## src/rtl/vram_sched_pkg.sv

```systemverilog
// Shared types for the VRAM port scheduler: address/data words and requester ids.
package vram_sched_pkg;

  typedef logic [15:0] addr_t;
  typedef logic [15:0] word_t;

  typedef enum logic [1:0] {REQ_REGS, REQ_BLIT, REQ_COPP} vram_req_t;

  localparam int VRAM_NREQ = 3;

endpackage

```

## src/rtl/vram_rr_pick.sv

```systemverilog
// Rotating-priority picker: returns the first requester set in req, searching
// upward from start and wrapping modulo three.
module vram_rr_pick
  import vram_sched_pkg::*;
(
  input  logic [VRAM_NREQ-1:0] req,
  input  logic [1:0]           start,
  output logic                 valid,
  output vram_req_t            index
);

  logic [2:0] sum;
  logic [1:0] pos;

  // Walk the search order backwards so the closest position to start wins last.
  always_comb begin
    valid = 1'b0;
    index = REQ_REGS;
    sum   = 3'd0;
    pos   = 2'd0;
    for (int k = VRAM_NREQ - 1; k >= 0; k--) begin
      sum = {1'b0, start} + 3'(k);
      pos = (sum >= 3'd3) ? 2'(sum - 3'd3) : sum[1:0];
      if (req[pos]) begin
        valid = 1'b1;
        index = vram_req_t'(pos);
      end
    end
  end

endmodule

```

## src/rtl/vram_sched.sv

```systemverilog
// VRAM port scheduler: video fetch always wins, leftover cycles are shared
// round-robin between regs, blitter and copper with starvation promotion.
module vram_sched
  import vram_sched_pkg::*;
#(
  parameter int STARVE_LIMIT = 15
) (
  input  logic        clk,
  input  logic        reset_n,
  input  logic        vgen_sel_i,
  input  addr_t       vgen_addr_i,
  input  logic        regs_sel_i,
  input  logic        regs_wr_i,
  input  logic [3:0]  regs_wr_mask_i,
  input  addr_t       regs_addr_i,
  input  word_t       regs_data_i,
  input  logic        blit_sel_i,
  input  logic        blit_wr_i,
  input  logic [3:0]  blit_wr_mask_i,
  input  addr_t       blit_addr_i,
  input  word_t       blit_data_i,
  input  logic        copp_sel_i,
  input  logic        copp_wr_i,
  input  logic [3:0]  copp_wr_mask_i,
  input  addr_t       copp_addr_i,
  input  word_t       copp_data_i,
  output logic        regs_ack_o,
  output logic        blit_ack_o,
  output logic        copp_ack_o,
  output logic [2:0]  starve_o,
  output logic        vram_wr_o,
  output logic [3:0]  vram_wr_mask_o,
  output addr_t       vram_addr_o,
  output word_t       vram_data_o
);

  localparam int            CW    = $clog2(STARVE_LIMIT + 1);
  localparam logic [CW-1:0] LIMIT = CW'(STARVE_LIMIT);

  logic [VRAM_NREQ-1:0] sel;
  logic [VRAM_NREQ-1:0] wr;
  logic [3:0]           mask [VRAM_NREQ];
  addr_t                addr [VRAM_NREQ];
  word_t                data [VRAM_NREQ];

  logic [VRAM_NREQ-1:0] ack_q;
  logic [VRAM_NREQ-1:0] ack_next;
  logic [1:0]           rr_ptr;
  logic [CW-1:0]        wait_cnt [VRAM_NREQ];

  logic [VRAM_NREQ-1:0] eligible;
  logic [VRAM_NREQ-1:0] starved;
  logic                 starved_valid;
  logic                 elig_valid;
  vram_req_t            starved_idx;
  vram_req_t            elig_idx;
  logic                 grant_valid;
  vram_req_t            grant_idx;

  assign sel     = {copp_sel_i, blit_sel_i, regs_sel_i};
  assign wr      = {copp_wr_i, blit_wr_i, regs_wr_i};
  assign mask[0] = regs_wr_mask_i;
  assign mask[1] = blit_wr_mask_i;
  assign mask[2] = copp_wr_mask_i;
  assign addr[0] = regs_addr_i;
  assign addr[1] = blit_addr_i;
  assign addr[2] = copp_addr_i;
  assign data[0] = regs_data_i;
  assign data[1] = blit_data_i;
  assign data[2] = copp_data_i;

  // A requester acked this cycle sits out one cycle before it can win again.
  assign eligible = sel & ~ack_q;

  always_comb begin
    starved  = '0;
    starve_o = '0;
    for (int i = 0; i < VRAM_NREQ; i++) begin
      starve_o[i] = (wait_cnt[i] == LIMIT);
      starved[i]  = eligible[i] && (wait_cnt[i] == LIMIT);
    end
  end

  vram_rr_pick u_pick_starved (
    .req   (starved),
    .start (rr_ptr),
    .valid (starved_valid),
    .index (starved_idx)
  );

  vram_rr_pick u_pick_elig (
    .req   (eligible),
    .start (rr_ptr),
    .valid (elig_valid),
    .index (elig_idx)
  );

  always_comb begin
    grant_valid = 1'b0;
    grant_idx   = REQ_REGS;
    if (!vgen_sel_i) begin
      if (starved_valid) begin
        grant_valid = 1'b1;
        grant_idx   = starved_idx;
      end else if (elig_valid) begin
        grant_valid = 1'b1;
        grant_idx   = elig_idx;
      end
    end
  end

  // Unused VRAM lines idle on the regs fields so the mux stays shallow.
  always_comb begin
    vram_wr_o      = 1'b0;
    vram_wr_mask_o = regs_wr_mask_i;
    vram_addr_o    = regs_addr_i;
    vram_data_o    = regs_data_i;
    ack_next       = '0;
    if (vgen_sel_i) begin
      vram_addr_o = vgen_addr_i;
    end else if (grant_valid) begin
      vram_wr_o           = wr[grant_idx];
      vram_wr_mask_o      = mask[grant_idx];
      vram_addr_o         = addr[grant_idx];
      vram_data_o         = data[grant_idx];
      ack_next[grant_idx] = 1'b1;
    end
  end

  always_ff @(posedge clk or negedge reset_n) begin
    if (!reset_n) begin
      ack_q  <= '0;
      rr_ptr <= 2'd0;
      for (int i = 0; i < VRAM_NREQ; i++) wait_cnt[i] <= '0;
    end else begin
      ack_q <= ack_next;
      if (grant_valid) rr_ptr <= (grant_idx == REQ_COPP) ? 2'd0 : grant_idx + 2'd1;
      for (int i = 0; i < VRAM_NREQ; i++) begin
        if (ack_next[i] || !sel[i]) wait_cnt[i] <= '0;
        else if (eligible[i] && wait_cnt[i] != LIMIT) wait_cnt[i] <= wait_cnt[i] + CW'(1);
      end
    end
  end

  assign regs_ack_o = ack_q[0];
  assign blit_ack_o = ack_q[1];
  assign copp_ack_o = ack_q[2];

endmodule

```

## config.mk

```make
export PLATFORM = sky130hd
export DESIGN_NAME = vram_sched
export DESIGN_NICKNAME = d
export VERILOG_FILES = /design/src/rtl/vram_sched_pkg.sv /design/src/rtl/vram_rr_pick.sv /design/src/rtl/vram_sched.sv
export SDC_FILE = /design/constraint.sdc
export NUM_CORES = 1
export LEC_CHECK = 0
export ABC_AREA = 1
export BUFFER_PORTS_ARGS = -buffer_cell sky130_fd_sc_hd__buf_2
export CAP_MARGIN = 20
export CORE_MARGIN = 2
export CORE_UTILIZATION = 45
export CTS_BUF_LIST = sky130_fd_sc_hd__clkbuf_4 sky130_fd_sc_hd__clkbuf_8 sky130_fd_sc_hd__clkbuf_16
export DETAILED_ROUTE_END_ITERATION = 7
export PLACE_DENSITY = 0.87
export SYNTH_ARGS = -nofsm -noshare
export SYNTH_HDL_FRONTEND = slang
export SYNTH_SLANG_ARGS = --single-unit
```

## constraint.sdc

```tcl
create_clock -name clk -period 4.95 [get_ports clk]
set_input_delay 0.99 -clock clk [delete_from_list [all_inputs] [get_ports clk]]
set_output_delay 0.99 -clock clk [all_outputs]
set_load 0.01 [all_outputs]
```

==> flow_metrics.py <==
metrics = {
    "timing": {
        "min_period_over_period_pct": 83.5,
        "final_max_slew_viol_count": 0,
        "setup_tns_ns": 0,
        "finalHoldViolations": 0,
        "maxSlewHeadroom_pct": 61.5,
        "fin_skew_ns": 0.00900,
        "rsz0062_at_grt": "no",
        "tightest_slew_ns": 0.577,
        "period_minus_slack_ns": 4.13,
        "finalWorstSetupSlack_ns": 0.817,
        "fmax_mhz": 242,
        "setup_viol": 0,
    },
    "floorplanning": {
        "io_pins": 176,
        "rows": 26,
        "start_util_pct": 47.5,
        "die_width_um": 78.1,
        "fp.coreArea_um2": 5200,
        "die-area_um2": 6110,
        "chipHeight_um": 78.1,
    },
    "routing": {
        "ant_nets": 0,
        "drtPass1Iterations": 5,
        "vias": 3107,
        "wl_per_cell_um": 12.6,
        "routed_wl_um": 7910,
        "drc": 0,
        "drt_iter0_drc": 156,
        "vias_per_cell": 4.94,
    },
    "critical_path": {
        "crit_type": "input port to output pin",
        "reg2reg_from": "rr_ptr[0]$_DFFE_PN0N_",
        "crit_path_cell_trace": "buf_2 -> inv_1 -> o21ai_4 -> nor2_4 -> nand2_8 -> inv_2 -> nand2_1 -> nand3_2 -> buf_2",
        "reg2reg_depth": 11,
        "endpoint_kind": "output pin",
        "critPathMostFrequentCell": "buf_2",
        "critPathLaunchType": "input port",
        "r2r_end": "ack_q[1]$_DFF_PN0_",
        "critPathSlowestCell": "inv_1",
        "cp_data_required_time_ns": 3.96,
        "r2r_slack_ns": 2.38,
        "worstPathMaxFanout": 22,
        "cp_top_family": "buffers and inverters",
        "cpPeakStageDelay_ns": 0.46,
        "arrival_ns": 3.14,
        "worst-path-buf-inv": 4,
    },
    "run_status": {
        "status": "complete, no violations",
    },
    "clocking": {
        "cts_setup_buffers": 0,
        "clock_latency_ns": 0.26,
        "cts_max_level": 1,
        "postCtsHoldBufs": 0,
        "cts_tree": "done",
        "clock_sinks": 17,
        "clkTransAtPathRegs_ns": 0.06,
        "cts_root_buffer": "clkbuf_8",
        "numCtsBuffers": 3,
        "cts_resized": 0,
        "cts_buffer_depth": 2,
    },
    "worst_hold_path": {
        "hold_path.class": "flip-flop to flip-flop",
        "worstHoldStart": "rr_ptr[1]$_DFFE_PN0N_",
        "hold_path_depth": 2,
        "holdPathEnd": "rr_ptr[1]$_DFFE_PN0N_",
    },
    "layout": {
        "drive_gt1_share_pct": 47.8,
        "antenna_cells": 0,
        "area_growth_pct": 36.0,
        "layout.nets": 698,
    },
    "placed_design": {
        "globalplace.congestion": 0.892,
        "dp_hpwl_um": 6590,
        "portBuffers": 175,
        "dpl_worst_slack_ns": 0.790,
    },
    "global_route": {
        "grt_pass1_vias": 3019,
        "track_usage_pct": 25.4,
        "grt_pass1_wl_um": 12900,
        "grt_max_degree": 39,
        "antenna_found_initial": 0,
        "overflow": 0,
    },
    "power": {
        "total_power_w": 0.00219,
        "p_leak_nw": 2.00,
        "pwr_density_cell_nw_per_um2": 652,
        "peakVddDrop_mv": 0.460,
    },
    "logic_synthesis": {
        "synth_flop_cell": "dfrtp_1",
        "syn_area_um2": 2470,
        "synth_area_leaders": "nand2_1 (19%), dfrtp_1 (17%), nand3_1 (14%)",
        "syn_inst": 393,
        "synth_top_area_share_pct": 18.7,
        "synthArstFlopShare_pct": 100,
        "avgSynthCellArea_um2": 6.29,
        "ys_types": 32,
        "syn_nets": 531,
        "ys_warn_count": 0,
        "ys_ff_latch": 17,
        "synth_top_cell_by_area": "nand2_1",
        "synth-edff-count": 0,
        "ys_seq_area_share_pct": 17.2,
    },
    "run": {
        "max_cap_violations": 0,
    },
}
==> cell usage after synthesis (2+ instances only) <==
library cell    n
buf_4           5
nand2_8         2
nand2_2        15
buf_6           4
dfrtp_1        17
nand3_1        71
clkbuf_1        2
xor2_1          5
nand3_2        18
nor2_4          4
nand2_1       123
inv_1          33
nand3_4         2
nand4_1         3
a21oi_2         2
nor2_2          4
a21oi_1         8
inv_2           6
or2_2          30
o21ai_0         2
nor2_1         22
ha_1            5
==> area by class of cell <==
type	instances	area (um^2)
fillers	493	1840
multi-input cells	322	1770
repair buffers	176	883
flip-flops and latches	17	425
inverters	40	153
well taps	70	87.6
clock buffers	4	48.8
==> power breakdown <==
part / switching [W] / leakage, nW / internal (W) / total (W)
combinational: 0.00122 / 1.75 / 0.000667 / 0.00188
clock: 0.0000476 / 0.0262 / 0.0000626 / 0.000110
sequential: 0.0000275 / 0.229 / 0.000172 / 0.000200
==> stage by stage <==
stage          utilization [%]  instances  instance area [um^2]  hold WS (ns)
2_1_floorplan                -        393                  2470         0.475
3_3_place_gp              63.7        625                  3310         0.496
3_5_place_dp              63.7        625                  3310         0.509
4_1_cts                   64.6        629                  3360         0.524
5_1_grt                   64.6        629                  3360         0.570
6_report                  64.6        629                  3360         0.522
==> cells by family after synthesis <==
group	count (synthesis)	synth area share (%)
compound gates	15	4.40
simple gates	295	61.9
fa+ha+maj	5	2.53
mux	1	0.405
buf+inv	54	11.4
flops	17	17.2
xor+xnor	6	2.12
==> worst register-to-register path, cell delays in order (launching register included) <==
cell	delay [ns]
dfrtp_1	0.35
inv_1	0.06
ha_1	0.38
inv_2	0.17
nand3_2	0.15
nor2_2	0.17
a21oi_2	0.06
nand3_2	0.13
nor2_2	0.06
nor2_4	0.35
nand2_8	0.22
inv_2	0.34
==> worst max-delay path by stage <==
stage,from,to,cells past startpoint
detailed placement,vgen_sel_i,vram_data_o[6],9
global placement,vgen_sel_i,vram_wr_o,9
global route,vgen_sel_i,vram_data_o[5],9
floorplan,copp_sel_i,vram_data_o[15],13
finish,vgen_sel_i,vram_data_o[3],9
CTS,vgen_sel_i,vram_data_o[3],9
==> placed cells by master (no fill, tap or decap) <==
cell / instances
buf_2: 175
or2_2: 30
a21oi_4: 1
inv_1: 33
nand2_8: 2
nor2_2: 4
or2_1: 1
nand3_2: 18
inv_2: 6
nor2_4: 4
inv_4: 1
xnor2_1: 1
o21ai_2: 1
dfrtp_1: 17
nand3_1: 71
nor2_1: 22
nand3_4: 2
buf_4: 1
o21ai_4: 1
mux2i_1: 1
nand2_2: 15
nand4_1: 3
xor2_1: 5
clkbuf_8: 3
o21ai_0: 2
clkbuf_4: 1
a21oi_2: 2
a21oi_1: 8
ha_1: 5
nand2_1: 123
==> routing by layer <==
layer	global-route usage, %	up-vias	wire length (um)
met3	6.55	20	620
met2	50.4	127	4280
met4	6.67	0	165
met5	0	-	0
li1	-	1580	-
met1	25.9	1380	2850
==> state kept, by name, indices dropped and copies added, names as in the netlist <==
signal    flops
wait_cnt     12
ack_q         3
rr_ptr        2
No activity file was read; power rests on OpenSTA's default activity.
